===== src/rtl/hazard_tag_pipe_if.sv =====
// hazard_tag_pipe_if: groups the tag-pipe input bus, the decode-stage hazard
// query, and the per-stage / hazard outputs of hazard_tag_pipe.
//   master : drives instruction tags, stall/flush and decode query; sees results
//   slave  : the pipe itself
// Per-stage outputs are packed with stage k at [k*W +: W].
interface hazard_tag_pipe_if #(
    parameter int STAGES = 3,
    parameter int AW     = 5,
    parameter int RW     = 3,
    parameter int TW     = 2,
    parameter int SW     = 3
);
    // incoming instruction and pipe control
    logic                 stall_in;
    logic [STAGES-1:0]    flush_vec;
    logic                 valid_i;
    logic [AW-1:0]        ra1_i;
    logic [AW-1:0]        ra2_i;
    logic [AW-1:0]        wa_i;
    logic [RW-1:0]        res_i;
    logic [TW-1:0]        tnew_i;
    // decode-stage hazard query
    logic [AW-1:0]        d_ra1;
    logic [AW-1:0]        d_ra2;
    logic [TW-1:0]        d_tuse1;
    logic [TW-1:0]        d_tuse2;
    // per-stage view
    logic [STAGES-1:0]    valid_o;
    logic [STAGES*AW-1:0] ra1_o;
    logic [STAGES*AW-1:0] ra2_o;
    logic [STAGES*AW-1:0] wa_o;
    logic [STAGES*RW-1:0] res_o;
    logic [STAGES*TW-1:0] tnew_o;
    // hazard result
    logic                 stall_req;
    logic [SW-1:0]        fwd_sel1;
    logic [SW-1:0]        fwd_sel2;

    modport master (
        output stall_in, flush_vec, valid_i, ra1_i, ra2_i, wa_i, res_i, tnew_i,
        output d_ra1, d_ra2, d_tuse1, d_tuse2,
        input  valid_o, ra1_o, ra2_o, wa_o, res_o, tnew_o,
        input  stall_req, fwd_sel1, fwd_sel2
    );

    modport slave (
        input  stall_in, flush_vec, valid_i, ra1_i, ra2_i, wa_i, res_i, tnew_i,
        input  d_ra1, d_ra2, d_tuse1, d_tuse2,
        output valid_o, ra1_o, ra2_o, wa_o, res_o, tnew_o,
        output stall_req, fwd_sel1, fwd_sel2
    );
endinterface


===== src/rtl/hazard_tag_pipe.sv =====
// hazard_tag_pipe: chain of STAGES tag registers following decode (stage 0 = E).
// Each stage holds valid, ra1, ra2, wa, result type and a Tnew countdown that
// saturates at 0 as the tag moves down. Stage 0 takes a bubble on decode stall
// or invalid input; any stage can be flushed. From the held tags the block
// resolves, for both decode sources, the youngest in-flight writer: it forwards
// from that stage if its result is ready (Tnew==0) and requests a stall if the
// result will not be ready by the time decode needs it (Tnew > Tuse).
// Ports:
//   clk  clock
//   rst  synchronous, active-low reset
//   bus  hazard_tag_pipe_if.slave (tags in, stall/flush, decode query,
//        per-stage tags out, stall_req, fwd_sel1/2)

// One tag stage: register with synchronous clear. A kill or an invalid
// incoming tag stores an all-zero bubble so bubbles can never match.
module hazard_tag_stage #(
    parameter int AW = 5,
    parameter int RW = 3,
    parameter int TW = 2
) (
    input  logic          clk,
    input  logic          rst,
    input  logic          kill_i,
    input  logic          vld_i,
    input  logic [AW-1:0] ra1_i,
    input  logic [AW-1:0] ra2_i,
    input  logic [AW-1:0] wa_i,
    input  logic [RW-1:0] res_i,
    input  logic [TW-1:0] tnew_i,
    output logic          vld_o,
    output logic [AW-1:0] ra1_o,
    output logic [AW-1:0] ra2_o,
    output logic [AW-1:0] wa_o,
    output logic [RW-1:0] res_o,
    output logic [TW-1:0] tnew_o
);
    logic          vld_q,  vld_d;
    logic [AW-1:0] ra1_q,  ra1_d;
    logic [AW-1:0] ra2_q,  ra2_d;
    logic [AW-1:0] wa_q,   wa_d;
    logic [RW-1:0] res_q,  res_d;
    logic [TW-1:0] tnew_q, tnew_d;

    always_comb begin
        vld_d  = vld_i;
        ra1_d  = ra1_i;
        ra2_d  = ra2_i;
        wa_d   = wa_i;
        res_d  = res_i;
        tnew_d = tnew_i;
        if (kill_i || !vld_i) begin
            vld_d  = 1'b0;
            ra1_d  = '0;
            ra2_d  = '0;
            wa_d   = '0;
            res_d  = '0;
            tnew_d = '0;
        end
    end

    always_ff @(posedge clk) begin
        if (!rst) begin
            vld_q  <= 1'b0;
            ra1_q  <= '0;
            ra2_q  <= '0;
            wa_q   <= '0;
            res_q  <= '0;
            tnew_q <= '0;
        end else begin
            vld_q  <= vld_d;
            ra1_q  <= ra1_d;
            ra2_q  <= ra2_d;
            wa_q   <= wa_d;
            res_q  <= res_d;
            tnew_q <= tnew_d;
        end
    end

    assign vld_o  = vld_q;
    assign ra1_o  = ra1_q;
    assign ra2_o  = ra2_q;
    assign wa_o   = wa_q;
    assign res_o  = res_q;
    assign tnew_o = tnew_q;
endmodule

module hazard_tag_pipe #(
    parameter int STAGES = 3,
    parameter int AW     = 5,
    parameter int RW     = 3,
    parameter int TW     = 2,
    parameter int SW     = 3
) (
    input logic            clk,
    input logic            rst,
    hazard_tag_pipe_if.slave bus
);
    // stage register outputs, one element per stage
    logic [STAGES-1:0]         stg_vld;
    logic [STAGES-1:0][AW-1:0] stg_ra1;
    logic [STAGES-1:0][AW-1:0] stg_ra2;
    logic [STAGES-1:0][AW-1:0] stg_wa;
    logic [STAGES-1:0][RW-1:0] stg_res;
    logic [STAGES-1:0][TW-1:0] stg_tnew;

    for (genvar k = 0; k < STAGES; k++) begin : g_stg
        logic          kill;
        logic          vin;
        logic [AW-1:0] ra1_in;
        logic [AW-1:0] ra2_in;
        logic [AW-1:0] wa_in;
        logic [RW-1:0] res_in;
        logic [TW-1:0] tnew_in;

        if (k == 0) begin : g_head
            // stall and flush both turn the entry stage into a bubble
            assign kill    = bus.flush_vec[0] | bus.stall_in;
            assign vin     = bus.valid_i;
            assign ra1_in  = bus.ra1_i;
            assign ra2_in  = bus.ra2_i;
            assign wa_in   = bus.wa_i;
            assign res_in  = bus.res_i;
            assign tnew_in = bus.tnew_i;
        end else begin : g_tail
            // downstream stages always advance; Tnew counts down to 0 and stays
            assign kill    = bus.flush_vec[k];
            assign vin     = stg_vld[k-1];
            assign ra1_in  = stg_ra1[k-1];
            assign ra2_in  = stg_ra2[k-1];
            assign wa_in   = stg_wa[k-1];
            assign res_in  = stg_res[k-1];
            assign tnew_in = (stg_tnew[k-1] == '0) ? '0 : stg_tnew[k-1] - TW'(1);
        end

        hazard_tag_stage #(.AW(AW), .RW(RW), .TW(TW)) u_stg (
            .clk    (clk),
            .rst    (rst),
            .kill_i (kill),
            .vld_i  (vin),
            .ra1_i  (ra1_in),
            .ra2_i  (ra2_in),
            .wa_i   (wa_in),
            .res_i  (res_in),
            .tnew_i (tnew_in),
            .vld_o  (stg_vld[k]),
            .ra1_o  (stg_ra1[k]),
            .ra2_o  (stg_ra2[k]),
            .wa_o   (stg_wa[k]),
            .res_o  (stg_res[k]),
            .tnew_o (stg_tnew[k])
        );

        assign bus.valid_o[k]          = stg_vld[k];
        assign bus.ra1_o[k*AW +: AW]   = stg_ra1[k];
        assign bus.ra2_o[k*AW +: AW]   = stg_ra2[k];
        assign bus.wa_o[k*AW +: AW]    = stg_wa[k];
        assign bus.res_o[k*RW +: RW]   = stg_res[k];
        assign bus.tnew_o[k*TW +: TW]  = stg_tnew[k];
    end

    // Hazard resolution, index 0 = source 1, index 1 = source 2.
    logic [1:0][AW-1:0] d_ra;
    logic [1:0][TW-1:0] d_tuse;
    logic [1:0][SW-1:0] sel;
    logic [1:0]         req;
    logic [1:0]         hit;

    assign d_ra   = {bus.d_ra2, bus.d_ra1};
    assign d_tuse = {bus.d_tuse2, bus.d_tuse1};

    // Scan from youngest (stage 0) to oldest; the first hit locks the
    // decision, so older writers of the same register are shadowed.
    always_comb begin
        sel = '0;
        req = '0;
        hit = '0;
        for (int j = 0; j < 2; j++) begin
            for (int k = 0; k < STAGES; k++) begin
                if (!hit[j] && stg_vld[k] && (stg_wa[k] != '0) &&
                    (stg_wa[k] == d_ra[j])) begin
                    hit[j] = 1'b1;
                    if (stg_tnew[k] == '0)
                        sel[j] = SW'(k + 1);
                    req[j] = (stg_tnew[k] > d_tuse[j]);
                end
            end
        end
    end

    assign bus.stall_req = |req;
    assign bus.fwd_sel1  = sel[0];
    assign bus.fwd_sel2  = sel[1];
endmodule


===== src/flat_wrapper.sv =====
// flat-port wrapper written by rule: the top's interface ports become plain ports
module hazard_tag_pipe_flat 
#(
    parameter int STAGES = 3,
    parameter int AW     = 5,
    parameter int RW     = 3,
    parameter int TW     = 2,
    parameter int SW     = 3
)
  (clk, rst, bus_stall_in, bus_flush_vec, bus_valid_i, bus_ra1_i, bus_ra2_i, bus_wa_i, bus_res_i, bus_tnew_i, bus_d_ra1, bus_d_ra2, bus_d_tuse1, bus_d_tuse2, bus_valid_o, bus_ra1_o, bus_ra2_o, bus_wa_o, bus_res_o, bus_tnew_o, bus_stall_req, bus_fwd_sel1, bus_fwd_sel2);
  hazard_tag_pipe_if #(.STAGES(STAGES), .AW(AW), .RW(RW), .TW(TW), .SW(SW)) bus_i ();
  input logic clk;
  input logic rst;
  input wire logic [$bits(bus_i.stall_in)-1:0] bus_stall_in;
  input wire logic [$bits(bus_i.flush_vec)-1:0] bus_flush_vec;
  input wire logic [$bits(bus_i.valid_i)-1:0] bus_valid_i;
  input wire logic [$bits(bus_i.ra1_i)-1:0] bus_ra1_i;
  input wire logic [$bits(bus_i.ra2_i)-1:0] bus_ra2_i;
  input wire logic [$bits(bus_i.wa_i)-1:0] bus_wa_i;
  input wire logic [$bits(bus_i.res_i)-1:0] bus_res_i;
  input wire logic [$bits(bus_i.tnew_i)-1:0] bus_tnew_i;
  input wire logic [$bits(bus_i.d_ra1)-1:0] bus_d_ra1;
  input wire logic [$bits(bus_i.d_ra2)-1:0] bus_d_ra2;
  input wire logic [$bits(bus_i.d_tuse1)-1:0] bus_d_tuse1;
  input wire logic [$bits(bus_i.d_tuse2)-1:0] bus_d_tuse2;
  output wire logic [$bits(bus_i.valid_o)-1:0] bus_valid_o;
  output wire logic [$bits(bus_i.ra1_o)-1:0] bus_ra1_o;
  output wire logic [$bits(bus_i.ra2_o)-1:0] bus_ra2_o;
  output wire logic [$bits(bus_i.wa_o)-1:0] bus_wa_o;
  output wire logic [$bits(bus_i.res_o)-1:0] bus_res_o;
  output wire logic [$bits(bus_i.tnew_o)-1:0] bus_tnew_o;
  output wire logic [$bits(bus_i.stall_req)-1:0] bus_stall_req;
  output wire logic [$bits(bus_i.fwd_sel1)-1:0] bus_fwd_sel1;
  output wire logic [$bits(bus_i.fwd_sel2)-1:0] bus_fwd_sel2;
  assign bus_i.stall_in = bus_stall_in;
  assign bus_i.flush_vec = bus_flush_vec;
  assign bus_i.valid_i = bus_valid_i;
  assign bus_i.ra1_i = bus_ra1_i;
  assign bus_i.ra2_i = bus_ra2_i;
  assign bus_i.wa_i = bus_wa_i;
  assign bus_i.res_i = bus_res_i;
  assign bus_i.tnew_i = bus_tnew_i;
  assign bus_i.d_ra1 = bus_d_ra1;
  assign bus_i.d_ra2 = bus_d_ra2;
  assign bus_i.d_tuse1 = bus_d_tuse1;
  assign bus_i.d_tuse2 = bus_d_tuse2;
  assign bus_valid_o = bus_i.valid_o;
  assign bus_ra1_o = bus_i.ra1_o;
  assign bus_ra2_o = bus_i.ra2_o;
  assign bus_wa_o = bus_i.wa_o;
  assign bus_res_o = bus_i.res_o;
  assign bus_tnew_o = bus_i.tnew_o;
  assign bus_stall_req = bus_i.stall_req;
  assign bus_fwd_sel1 = bus_i.fwd_sel1;
  assign bus_fwd_sel2 = bus_i.fwd_sel2;
  hazard_tag_pipe #(.STAGES(STAGES), .AW(AW), .RW(RW), .TW(TW), .SW(SW)) u_core (.clk(clk), .rst(rst), .bus(bus_i));
endmodule

===== config.mk =====
export PLATFORM = sky130hd
export DESIGN_NAME = hazard_tag_pipe_flat
export DESIGN_NICKNAME = d
export VERILOG_FILES = /design/src/rtl/hazard_tag_pipe_if.sv /design/src/rtl/hazard_tag_pipe.sv /design/src/flat_wrapper.sv
export SDC_FILE = /design/constraint.sdc
export NUM_CORES = 1
export LEC_CHECK = 0
export CAP_MARGIN = 20
export CORE_MARGIN = 3
export CORE_UTILIZATION = 45
export DETAILED_ROUTE_END_ITERATION = 8
export GPL_ROUTABILITY_DRIVEN = 1
export MAX_ROUTING_LAYER = met4
export PLACE_DENSITY = 0.95
export RECOVER_POWER = 100
export SLEW_MARGIN = 20
export SYNTH_ARGS = -nofsm -noshare
export SYNTH_HDL_FRONTEND = slang
export SYNTH_SLANG_ARGS = --single-unit

===== constraint.sdc =====
create_clock -name clk -period 3 [get_ports clk]
set_clock_uncertainty 0.05 [all_clocks]
set_input_delay 0.6 -clock clk [delete_from_list [all_inputs] [get_ports clk]]
set_output_delay 0.6 -clock clk [all_outputs]
set_load 0.01 [all_outputs]

==> flow_metrics.tcl, run 1 <==
set metrics [dict create \
    cp.required_ns 2.35 \
    tritoncts "yes" \
    r2r_slack_ns 1.37 \
    min_period_over_period_pct 98.4 \
    via_per_inst 4.80 \
    fillers 347 \
    fp.dieH_um 80.5 \
    critPathKind "in -> out" \
    ioPinCount 111 \
    cts_buffers 9 \
    synth.area.mux_share_pct 0.902 \
    arrival_ns 2.30 \
    ys_warn_count 0 \
    max_freq_ghz 0.339 \
    hold_depth 1 \
    yosysSeqAreaShare_pct 50.5 \
    clkSinkCount 63 \
    powerDensity_mw_per_mm2 415 \
    synth_top_family_by_area "simple AND/OR/NAND/NOR gates" \
    overflow 0 \
    crit_path_start_kind "input pin" \
    clock_tree.root_cell "clkbuf_8" \
    reg2reg_from "u_core.g_stg[1].u_stg.vld_o" \
    synthFlopType "dfxtp_1" \
    regToRegEndpoint "u_core.g_stg[2].u_stg.ra2_o[1]" \
    synthTopCellsByArea "dfxtp_1, and2_1, ha_1" \
    synthXorXnorAreaFrac_pct 10.5 \
    fin_hold_ws_ns 0.396 \
    worstPathCellList "clkdlybuf4s50_1 > inv_1 > ha_1 > nor2b_1 > o21ai_0 > nor4_1 > a211oi_1 > o22ai_1 > buf_2" \
    synth_top_area_cell "dfxtp_1" \
    min_from "u_core.g_stg[0].u_stg.tnew_o[0]" \
    cts_max_path_buffers 2 \
    finalInstanceArea_mm2 0.00403 \
    pwr-share-clk_pct 41.7 \
    p_int_mw 1.33 \
    slew_viol_final 0 \
    run_status "completed" \
    setup_violations 0 \
    n_antenna_cell 0 \
    min_to "u_core.g_stg[1].u_stg.tnew_o[0]" \
    p_sw_share_pct 20.6 \
    netlist_top_cells_count "dfxtp_1, and2_1, xnor2_1" \
    grt_max_degree 22 \
    insertion_delay_ns 0.32 \
    cts_htree_levels 3 \
    yosysMostFrequentCell "dfxtp_1" \
    dr_total_vias 2181 \
    grt_usage_pct 21.7 \
    synthSimpleGateAreaFrac_pct 23.0 \
    ant_nets 0 \
    start_util_pct 47.7 \
    first_pass_iters 4 \
    placed_area_mm2 0.00380 \
    rows 26 \
    reg2regPathDepth 4 \
    dieArea_mm2 0.00648 \
    ir_drop_mv 0.367 \
    synth-seq-cells 63 \
    synthCells 242 \
    core_mm2 0.00524 \
    synth.top_cell.area_share_pct 50.5 \
    place.gp.congestion 0.876 \
    place_hpwl_mm 4.96 \
    slowest_stage "clkdlybuf4s50_1" \
    drt-initial-drc-count 62 \
    port_buffers 108 \
    grt_pass1_vias 2283 \
    netlist_area_mm2 0.00250 \
    crit_fanout 2 \
    seq_power_share_pct 50.4 \
    ys_async_sr_fraction_pct 0 \
    critPathCaptureType "output port" \
    antenna_found_initial 0 \
    synth_fa_ha_area_share_pct 7.01 \
    drt_wl_total_mm 6.60 \
    p_sw_mw 0.345 \
    hold_class "reg -> reg" \
    finalHoldViolCount 0 \
    worstMarginPinSlew_ns 0.976 \
    pwr-share-comb_pct 7.9 \
    drc 0 \
    max_stage_delay_ns 0.45 \
    drive_above_1_share_pct 13.3 \
    relSlewSlack_pct 34.1 \
    cap_violations 0 \
    syn-mean-instance-area_um2 10.3 \
    die_w_um 80.5 \
    synth-compound-area-share_pct 3.86 \
    p_leak_nw 1.87 \
    synth_edf_count 0 \
    syn_to_final_growth_pct 61.5 \
    nNetsFinal 434 \
    clkTransAtPathRegs_ns 0.06 \
    fin_crit_ns 2.95 \
    ys_types 28 \
    grt_pass1_wl_mm 10.3 \
    wl_per_cell_um 14.5 \
]
[cell usage in the layout, fill, tap and decap left out, types with 10 or more instances in the layout]
cell / n
a21oi_1: 12
clkdlybuf4s50_1: 29
buf_4: 24
xor2_1: 11
inv_1: 12
dfxtp_1: 61
ha_1: 14
xnor2_1: 18
dlygate4sd3_1: 64
and2_1: 23
and2_0: 33
dlygate4sd2_1: 11
clkbuf_8: 10
[worst max path at each step]
stage,startpoint,end,slack [ns]
final,bus_d_tuse1[1],bus_stall_req,0.05
after global routing,bus_d_ra2[4],bus_stall_req,-0.01
after CTS,bus_d_ra1[3],bus_fwd_sel1[0],0.003
after detailed placement,bus_d_ra2[4],bus_stall_req,-0.48
after global placement,bus_d_ra2[4],bus_stall_req,-0.35
after floorplan,u_core.g_stg[1].u_stg.wa_o[0],bus_stall_req,0.66
[cells by family after synthesis]
family | count (synthesis)
buf+inv | 22
other cells | 1
flops | 63
simple gates | 92
compound gates | 18
xor+xnor | 30
mux | 2
fa+ha+maj | 14
[sequential cells by signal, summed over array words and instances, names as in the netlist]
name                       flops
u_core.g_stg.u_stg.vld_o       3
u_core.g_stg.u_stg.res_o       9
u_core.g_stg.u_stg.tnew_o      6
u_core.g_stg.u_stg.ra2_o      15
u_core.g_stg.u_stg.wa_o       15
u_core.g_stg.u_stg.ra1_o      15
[metrics by stage]
step           power (mW)  cells  util [%]  setup WS [ns]  setup TNS (ns)
3_5_place_dp         1.00    435      72.6         -0.481           -1.61
2_1_floorplan       0.911    243         -          0.661               0
3_3_place_gp        0.995    435      72.6         -0.353           -1.35
6_report             1.68    454      77.0         0.0473               0
5_1_grt              1.74    454      77.0        -0.0118         -0.0118
4_1_cts              1.69    453      76.3        0.00270               0
[critical path: cells and delay by family]
kind	cells	cell delay [ns]
buffers and inverters	3	0.66
AOI/OAI and AO/OA	3	0.55
adders and majority gates	1	0.28
and+or+nand+nor	2	0.21
[what timing repair did]
item,4_1_cts,5_1_grt
resized for setup,19,12
gates cloned,0,0
pin swaps,4,3
buffers inserted,2,1
hold buffers,0,0
setup endpoints to repair,5,4
endpoints found under the hold margin,0,0
[cell type report]
type,count,area [µm²],area share (%)
Clock inverter,3,42.5,1.05
Clock buffer,13,149,3.69
Tap cell,70,87.6,2.17
Timing Repair Buffer,135,1260,31.2
Inverter,12,45.0,1.12
Multi-Input combinational cell,158,1190,29.4
Sequential cell,63,1260,31.3
[layer usage]
layer	wire length (µm)	vias to the layer above	global-route usage (%)
met1	2670	1009	23.5
met4	95	0	6.59
met3	523	15	7.40
met2	3310	95	37.7
li1	-	1062	-
met5	0	-	-
[power groups by stage]
stage	sequential, mW	clock [mW]	combinational (mW)
2_1_floorplan	0.866	0	0.0454
3_3_place_gp	0.864	0	0.132
3_5_place_dp	0.864	0	0.136
4_1_cts	0.845	0.715	0.133
5_1_grt	0.845	0.753	0.145
6_report	0.845	0.698	0.132
Note: power is estimated with default switching activity, not from simulation.
==> inputs of run 2 (changes only) <==
--- a/config.mk
+++ b/config.mk
@@ -6,7 +6,8 @@
 export NUM_CORES = 1
 export LEC_CHECK = 0
 export CAP_MARGIN = 20
-export CORE_MARGIN = 3
+export CORE_ASPECT_RATIO = 0.7
+export CORE_MARGIN = 2
 export CORE_UTILIZATION = 45
 export DETAILED_ROUTE_END_ITERATION = 8
 export GPL_ROUTABILITY_DRIVEN = 1
==> run 2 against run 1 <==
Effect of this change:
- count of clock-buffer cells in the layout shrank 3
- first-iteration DRC count grew to 3.0 times the previous value
- sequential power hardly changed
- register-to-register slack improved by 0.13 ns
- hold slack better by 0.0039 ns
- highest routed layer unchanged
- clock power is 0.7% lower
- critical path depth down 1
- design area grew 2.0%
- final cell count is 0.88% higher
- fmax rose by 1.7%
- non-clock buffer count up 2
- sequential share of layout area fell by 0.69 points
==> flow_metrics.tcl, run 2 (synthesis results as in run 1) <==
set metrics [dict create \
    crit_fanout 2 \
    grt_max_degree 22 \
    cp.required_ns 2.35 \
    insertion_delay_ns 0.33 \
    slowest_stage "or4_4" \
    startpoint "u_core.g_stg[1].u_stg.wa_o[0]" \
    fp.dieH_um 66.3 \
    worstMarginPinSlew_ns 0.635 \
    dieArea_mm2 0.00617 \
    relSlewSlack_pct 57.6 \
    cts_htree_levels 3 \
    r2r_slack_ns 1.50 \
    finalHoldViolCount 0 \
    total_power_mw 1.68 \
    arrival_ns 2.25 \
    fin_crit_ns 2.90 \
    p_int_mw 1.31 \
    syn_to_final_growth_pct 64.8 \
    met1_usage_pct 32.9 \
    final_cell_count_no_fill 458 \
    drt_wl_total_mm 7.64 \
    start_util_pct 47.3 \
    p_sw_mw 0.375 \
    dr_total_vias 2202 \
    wl_per_cell_um 16.7 \
    overflow 0 \
    top_usage_layer "met2" \
    n_antenna_cell 0 \
    min_to "u_core.g_stg[2].u_stg.ra2_o[1]" \
    worstPathCellList "or4_4 > nor2_4 > nor4_4 > buf_4 > nor4bb_4 > a211oi_2 > o22ai_1 > buf_2" \
    reg2regPathDepth 4 \
    antenna_found_initial 0 \
    grtUsageMet2_pct 41.7 \
    min_from "u_core.g_stg[1].u_stg.ra2_o[1]" \
    cts_max_path_buffers 2 \
    hold_buffers 0 \
    seq_power_share_pct 50.2 \
    cap_violations 0 \
    regToRegEndpoint "u_core.g_stg[2].u_stg.ra1_o[1]" \
    mostFrequentLayoutCell "dlygate4sd3_1" \
    hold_depth 1 \
    pwr-share-comb_pct 8.6 \
    crit_buf_inv 2 \
    p_leak_nw 1.87 \
    min_period_over_period_pct 96.8 \
    clock_tree.root_cell "clkbuf_8" \
    place_ws_ns -0.468 \
    grt_pass1_vias 2211 \
    ir_drop_mv 0.430 \
    run_status "completed" \
    cts_buffers 9 \
    crit_path_start_kind "flop" \
    max_freq_ghz 0.344 \
    clkTransAtPathRegs_ns 0.07 \
    rsz0062_at_grt "true" \
    dpl.cell_count 440 \
    timing.final.ws_setup_ns 0.0956 \
    nNetsFinal 436 \
    tritoncts "yes" \
    slew_viol_final 0 \
    drive_above_1_share_pct 17.9 \
    reg2reg_from "u_core.g_stg[1].u_stg.vld_o" \
    place.gp.congestion 1.03 \
    rows 22 \
    ant_nets 0 \
    max_stage_delay_ns 0.55 \
    powerDensity_mw_per_mm2 409 \
    via_per_inst 4.81 \
    die_w_um 93.0 \
    globalRouteMet3Util_pct 5.93 \
    drt-initial-drc-count 189 \
    grt_usage_pct 26.0 \
    first_pass_iters 4 \
    hold_class "reg -> reg" \
    critPathKind "reg -> out" \
    critPathTopFamily "simple AND/OR/NAND/NOR gates" \
    ioPinCount 111 \
    setup_violations 0 \
    clkSinkCount 63 \
    grt_pass1_wl_mm 11.4 \
    drc 0 \
    pwr-share-clk_pct 41.2 \
    port_buffers 108 \
    p_sw_share_pct 22.3 \
    layout_common_cells "dlygate4sd3_1, dfxtp_1, and2_0, clkdlybuf4s50_1, and2_1" \
    critPathCaptureType "output port" \
    core_mm2 0.00529 \
    place_hpwl_mm 5.74 \
]
run 2: worst max-delay path by stage:
| stage | cells past startpoint | endpoint |
|---|---|---|
| 4_1_cts | 9 | bus_stall_req |
| 3_3_place_gp | 8 | bus_stall_req |
| 2_1_floorplan | 6 | bus_stall_req |
| 3_5_place_dp | 8 | bus_stall_req |
| 6_report | 8 | bus_stall_req |
| 5_1_grt | 8 | bus_stall_req |
run 2: per-layer routing:
metal	up-vias	routed length [µm]
met3	12	582
met5	-	0
met4	0	121
met2	88	3660
met1	1041	3270
li1	1061	-
run 2: repair_timing:
action / CTS / global route
gates resized for setup: 36 / 18
gates cloned: 0 / 0
pin swaps: 6 / 9
setup buffers: 1 / 1
endpoints found under the setup margin: 5 / 3
run 2: layout make-up:
| cell class | count | area [µm²] |
|---|---|---|
| fillers | 350 | 1170 |
| flip-flops and latches | 63 | 1260 |
| clock buffers | 10 | 128 |
| inverters | 12 | 45.0 |
| well taps | 72 | 90.1 |
| repair buffers | 137 | 1250 |
| multi-input cells | 158 | 1280 |
| clock inverters | 6 | 61.3 |
run 2: stage by stage:
step | hold WS, ns | cell area, µm² | util (%) | TNS (ns)
after floorplan | 0.432 | 2500 | - | 0
after CTS | 0.408 | 4080 | 77.1 | 0
after global routing | 0.421 | 4120 | 77.9 | 0
after detailed placement | 0.389 | 3820 | 72.4 | -1.67
final | 0.400 | 4120 | 77.9 | 0
after global placement | 0.384 | 3820 | 72.4 | -1.55
run 2: power by group through the flow:
stage,Sequential [mW],Combinational (mW),Clock [mW]
global route,0.845,0.156,0.746
finish,0.845,0.144,0.693
detailed placement,0.864,0.142,0
CTS,0.845,0.142,0.710
global placement,0.863,0.138,0
floorplan,0.866,0.0454,0
run 2: worst register-to-register path, stage by stage, from the launching register on:
cell	delay, ns
dfxtp_1	0.42
nand2_1	0.12
nor2_1	0.12
clkbuf_1	0.50
and2_0	0.23
